### config.mk
export PLATFORM = sky130hd
export DESIGN_NAME = program_sayaci_uretici
export DESIGN_NICKNAME = d
export VERILOG_FILES = /design/src/rtl/program_sayaci_uretici_pkg.sv /design/src/rtl/program_sayaci_uretici.sv
export SDC_FILE = /design/constraint.sdc
export NUM_CORES = 1
export LEC_CHECK = 0
export ABC_AREA = 1
export ABC_CLOCK_PERIOD_IN_PS = 10400
export CAP_MARGIN = 10
export CORE_MARGIN = 5
export CORE_UTILIZATION = 30
export CTS_CLUSTER_SIZE = 20
export DETAILED_ROUTE_END_ITERATION = 10
export HOLD_SLACK_MARGIN = 0.12
export SLEW_MARGIN = 20
export SYNTH_ARGS = -nofsm -noshare
export SYNTH_HDL_FRONTEND = slang
export SYNTH_SLANG_ARGS = --single-unit
### constraint.sdc
create_clock -name clk_i -period 10.4 [get_ports clk_i]
set_input_delay 1.04 -clock clk_i [delete_from_list [all_inputs] [get_ports clk_i]]
set_output_delay 1.04 -clock clk_i [all_outputs]
set_load 0.05 [all_outputs]
### src/rtl/program_sayaci_uretici_pkg.sv
// Shared constants and FSM encoding for the fetch-stage PC generator.
// Imported by the PC generator and by the fetch top level.
package program_sayaci_uretici_pkg;

    localparam int BUYRUK_W = 32;
    localparam logic [31:0] BASLANGIC_PS_VARSAYILAN = 32'h4000_0000;

    typedef enum logic [1:0] {
        ISTEK = 2'd0,
        BEKLE = 2'd1,
        IPTAL = 2'd2
    } durum_t;

endpackage

### src/rtl/program_sayaci_uretici.sv
// Fetch PC generator: one outstanding instruction request,
// predictor-driven next PC, flush/redirect and a registered output.
module program_sayaci_uretici
    import program_sayaci_uretici_pkg::*;
#(
    parameter logic [31:0] BASLANGIC_PS = BASLANGIC_PS_VARSAYILAN
) (
    input  logic                clk_i,
    input  logic                rst_i,
    input  logic                durdur_i,
    input  logic                dallanma_hata_i,
    input  logic [31:0]         dogru_ps_i,
    output logic [31:0]         ps_o,
    output logic                ongoru_aktif_o,
    input  logic                ongoru_gecerli_i,
    input  logic [31:0]         atlanan_ps_i,
    output logic                istek_gecerli_o,
    input  logic                istek_hazir_i,
    output logic [31:0]         istek_adres_o,
    input  logic                yanit_gecerli_i,
    input  logic [BUYRUK_W-1:0] yanit_buyruk_i,
    output logic                buyruk_gecerli_o,
    output logic [BUYRUK_W-1:0] buyruk_o,
    output logic [31:0]         buyruk_ps_o,
    output logic                buyruk_ongoru_o
);

    durum_t      durum;
    logic [31:0] ps_q;
    logic [31:0] ps_arti4;
    logic [31:0] bekleyen_ps_q;
    logic        bekleyen_ong_q;
    logic        cikis_bos;
    logic        istek_v;
    logic        kabul;
    logic        ong_alindi;

    assign ps_arti4  = ps_q + 32'd4;
    assign cikis_bos = !buyruk_gecerli_o || !durdur_i;

    // A flush cycle never issues; reset gating keeps the port quiet
    // while the registers are being forced.
    assign istek_v = !rst_i && (durum == ISTEK) && !durdur_i
                     && cikis_bos && !dallanma_hata_i;
    assign kabul   = istek_v && istek_hazir_i;

    // A hit whose target is the fall-through is not a taken branch.
    assign ong_alindi = ongoru_gecerli_i && (atlanan_ps_i != ps_arti4);

    assign ps_o            = ps_q;
    assign istek_adres_o   = ps_q;
    assign istek_gecerli_o = istek_v;
    assign ongoru_aktif_o  = istek_v;

    always_ff @(posedge clk_i or posedge rst_i) begin
        if (rst_i) begin
            durum            <= ISTEK;
            ps_q             <= BASLANGIC_PS;
            bekleyen_ps_q    <= '0;
            bekleyen_ong_q   <= 1'b0;
            buyruk_gecerli_o <= 1'b0;
            buyruk_o         <= '0;
            buyruk_ps_o      <= '0;
            buyruk_ongoru_o  <= 1'b0;
        end else if (dallanma_hata_i) begin
            ps_q             <= dogru_ps_i;
            buyruk_gecerli_o <= 1'b0;
            unique case (durum)
                ISTEK:   durum <= kabul ? IPTAL : ISTEK;
                BEKLE:   durum <= yanit_gecerli_i ? ISTEK : IPTAL;
                IPTAL:   durum <= yanit_gecerli_i ? ISTEK : IPTAL;
                default: durum <= ISTEK;
            endcase
        end else begin
            if (!durdur_i) begin
                buyruk_gecerli_o <= 1'b0;
            end
            unique case (durum)
                ISTEK: begin
                    if (kabul) begin
                        bekleyen_ps_q  <= ps_q;
                        bekleyen_ong_q <= ong_alindi;
                        ps_q  <= ongoru_gecerli_i ? atlanan_ps_i : ps_arti4;
                        durum <= BEKLE;
                    end
                end
                BEKLE: begin
                    if (yanit_gecerli_i) begin
                        buyruk_o         <= yanit_buyruk_i;
                        buyruk_ps_o      <= bekleyen_ps_q;
                        buyruk_ongoru_o  <= bekleyen_ong_q;
                        buyruk_gecerli_o <= 1'b1;
                        durum            <= ISTEK;
                    end
                end
                IPTAL: begin
                    if (yanit_gecerli_i) begin
                        durum <= ISTEK;
                    end
                end
                default: durum <= ISTEK;
            endcase
        end
    end

endmodule

==> flow_summary.toml <==
[layout]
final_core_util_pct = 42.9
flow.area_growth_from_synthesis_pct = 41.5
fillers = 2403
layout-drive-gt1-share_pct = 13.0
nNetsFinal = 1171
fin_area_mm2 = 0.0104

[clock_tree]
cts-root-buf = "clkbuf_16"
clock_latency_ps = 420
htree_levels = 4
cts-resized-gates = 0
post_cts_buffers = 0
cts_buffer_depth = 2
cts_tree = "done"
clk_pin_slew_ps = 60
cts-buffers-inserted = 17
hold_buffers = 0
numClockSinks = 133

[timing]
fmax_mhz = 248
hold_viol = 0
worstMarginPinSlew_ps = 1100
fin_ws_ps = 6370
slew_violations = 0
setup_tns_ps = 0
rsz0062_at_grt = "no"
period_share_pct = 38.8
skew_ps = 9.89
finalSetupViolCount = 0
period_needed_ps = 4030
maxSlewHeadroom_pct = 26.5

[route]
viasPerCell = 4.72
drt-initial-drc-count = 498
vias = 6617
finalWirelength_mm = 23.9
firstDrtPassIters = 5
drc = 0
postRouteAntennaNets = 0
avgRoutedWirePerCell_um = 17.1

[global_route]
grt_pass1_vias = 6615
grtUsageTotal_pct = 17.3
grt_overflow_total = 0
grt_max_degree = 83
grt_pass1_wl_mm = 38.1
antenna_found_initial = 1

[critical_path]
crit_path_max_incr_delay_ps = 860
crit_slowest_cell = "clkdlybuf4s50_1"
start_kind = "input port"
crit_arrival_ps = 2990
path_max_fanout = 39
path_cells = "clkdlybuf4s50_1 > buf_4 > nor2_1 > inv_1 > nor3_2 > clkdlybuf4s50_1"
crit_type = "in2out"
end_kind = "output pin"
required_ps = 9360
r2r_cells = 14
cp_common_cell = "clkdlybuf4s50_1"

[pwr]
p_sw_mw = 1.25
seqPwrFrac_pct = 30.6
peakVddDrop_v = 0.000132
combinationalPowerShare_pct = 47.7
p_sw_share_pct = 44.8
power.clock.fraction_pct = 21.6
pwr_density_cell_mw_per_mm2 = 268
internal-power_mw = 1.54
p_leak_nw = 4.72

[die]
core-area_mm2 = 0.0242
die_w_um = 166
start_util_pct = 30.4
rows = 57
dieArea_mm2 = 0.0277
io_pins = 235
die_h_um = 166

[logic_synthesis]
synth_nets = 972
synth_cell_types = 38
ys_seq_elements = 133
syn_inst = 865
netlist_area_mm2 = 0.00734
synth_warnings = 0
ys_seq_area_share_pct = 45.4
syn_avg_cell_area_um2 = 8.49

[run]
cap_violations = 0

[placement]
portBuffers = 234
place_area_mm2 = 0.00980
routabilityCongestion = 0.879
place_hpwl_mm = 18.0
place_ws_ps = 5910

[run_status]
outcome = "completed"

[worst_hold_path]
min_path_type = "reg2reg"
whs_path_depth = 2
==> layout make-up <==
class / count / area (um^2) / area share, %
clock inverters: 15 / 158 / 1.52
inverters: 81 / 309 / 2.98
well taps: 324 / 405 / 3.90
flip-flops and latches: 133 / 3330 / 32.1
clock buffers: 17 / 425 / 4.10
repair buffers: 240 / 2390 / 23.0
diodes: 1 / 2.50 / 0.0241
multi-input cells: 591 / 3370 / 32.4
==> power groups by stage <==
stage / clock [mW] / combinational [mW] / sequential [mW]
6_report: 0.603 / 1.33 / 0.854
5_1_grt: 0.641 / 1.41 / 0.884
4_1_cts: 0.615 / 1.34 / 0.857
3_5_place_dp: 0 / 1.34 / 0.865
3_3_place_gp: 0 / 1.33 / 0.858
2_1_floorplan: 0 / 0.422 / 1.32
==> placed cells by master, fill, tap and decap left out, types with 5 or more instances in the layout <==
cell type,count
dfrtp_1,132
a221oi_1,17
a22oi_1,19
o21ai_0,55
inv_1,76
nor2_1,63
inv_6,7
nor2_2,8
a21oi_1,5
clkdlybuf4s50_1,234
mux2_2,63
nand3_1,69
nand2_2,8
nand2_1,237
clkbuf_16,17
buf_4,6
nor2_4,5
==> routing by layer <==
layer / track usage (%) / up-vias / part of all wire, % / wire length [um]
met4: 6.05 / 0 / 2.6 / 616
met3: 3.82 / 41 / 5.4 / 1280
met1: 23.2 / 3133 / 46 / 10900
met2: 27.9 / 214 / 46 / 11100
met5: 0 / - / 0 / 0
li1: - / 3229 / - / -
==> cell families after synthesis <==
group           synth area share (%)
compound gates                  9.73
xor+xnor                        1.21
fa+ha+maj                      0.682
buf+inv                         8.98
flops                           45.4
mux                             9.66
simple gates                    24.4
==> flip-flops by register name, summed over array words and instances (netlist names) <==
| name | cells |
|---|---|
| buyruk_ongoru_o | 1 |
| istek_adres_o | 32 |
| buyruk_o | 32 |
| bekleyen_ps_q | 32 |
| buyruk_gecerli_o | 1 |
| durum | 2 |
| buyruk_ps_o | 32 |
| bekleyen_ong_q | 1 |
==> worst max-delay path: cells and delay by family <==
family,cells,cell delay (ps)
AND/OR/NAND/NOR,2,350
buffers and inverters,4,1610
==> worst paths after layout <==
kind / start / end / slack (ps)
setup / recovery: dallanma_hata_i / ongoru_aktif_o / 6370
hold / removal: buyruk_ps_o[0] / buyruk_ps_o[0] / 480
setup reg to reg: durum[0] / durum[0] / 7210
hold reg to reg: buyruk_ps_o[0] / buyruk_ps_o[0] / 480
max in group asynchronous: rst_i / bekleyen_ps_q[24] / 8050
min in group asynchronous: rst_i / buyruk_o[23] / 1170
==> stage by stage <==
stage                     total power, mW  hold slack (ps)  instances
final                                2.79              481       1402
after global routing                 2.93              495       1402
after CTS                            2.82              486       1401
after detailed placement             2.21              470       1369
after global placement               2.19              467       1369
after floorplan                      1.75              445        865
==> Yosys cell counts, drive strengths merged <==
library cell	count	area, um^2
nand2	248	973
dfrtp	132	3300
inv	81	304
nor2	78	380
nand3	72	378
mux2	63	709
o21ai	58	302
buf	43	292
a22oi	19	143
a221oi	17	149
clkbuf	17	63.8
a21oi	5	25.0
ha	4	50.1
a41oi	3	26.3
nand3b	3	22.5
nand4	3	18.8
o211ai	3	22.5
xor2	3	26.3
a211oi	2	15.0
o221ai	2	17.5
xnor2	2	17.5
xnor3	2	45.0
a31oi	1	6.26
and2	1	6.26
dfstp	1	26.3
nor3	1	10.0
o32ai	1	8.76
(Power assumes the default switching activity.)
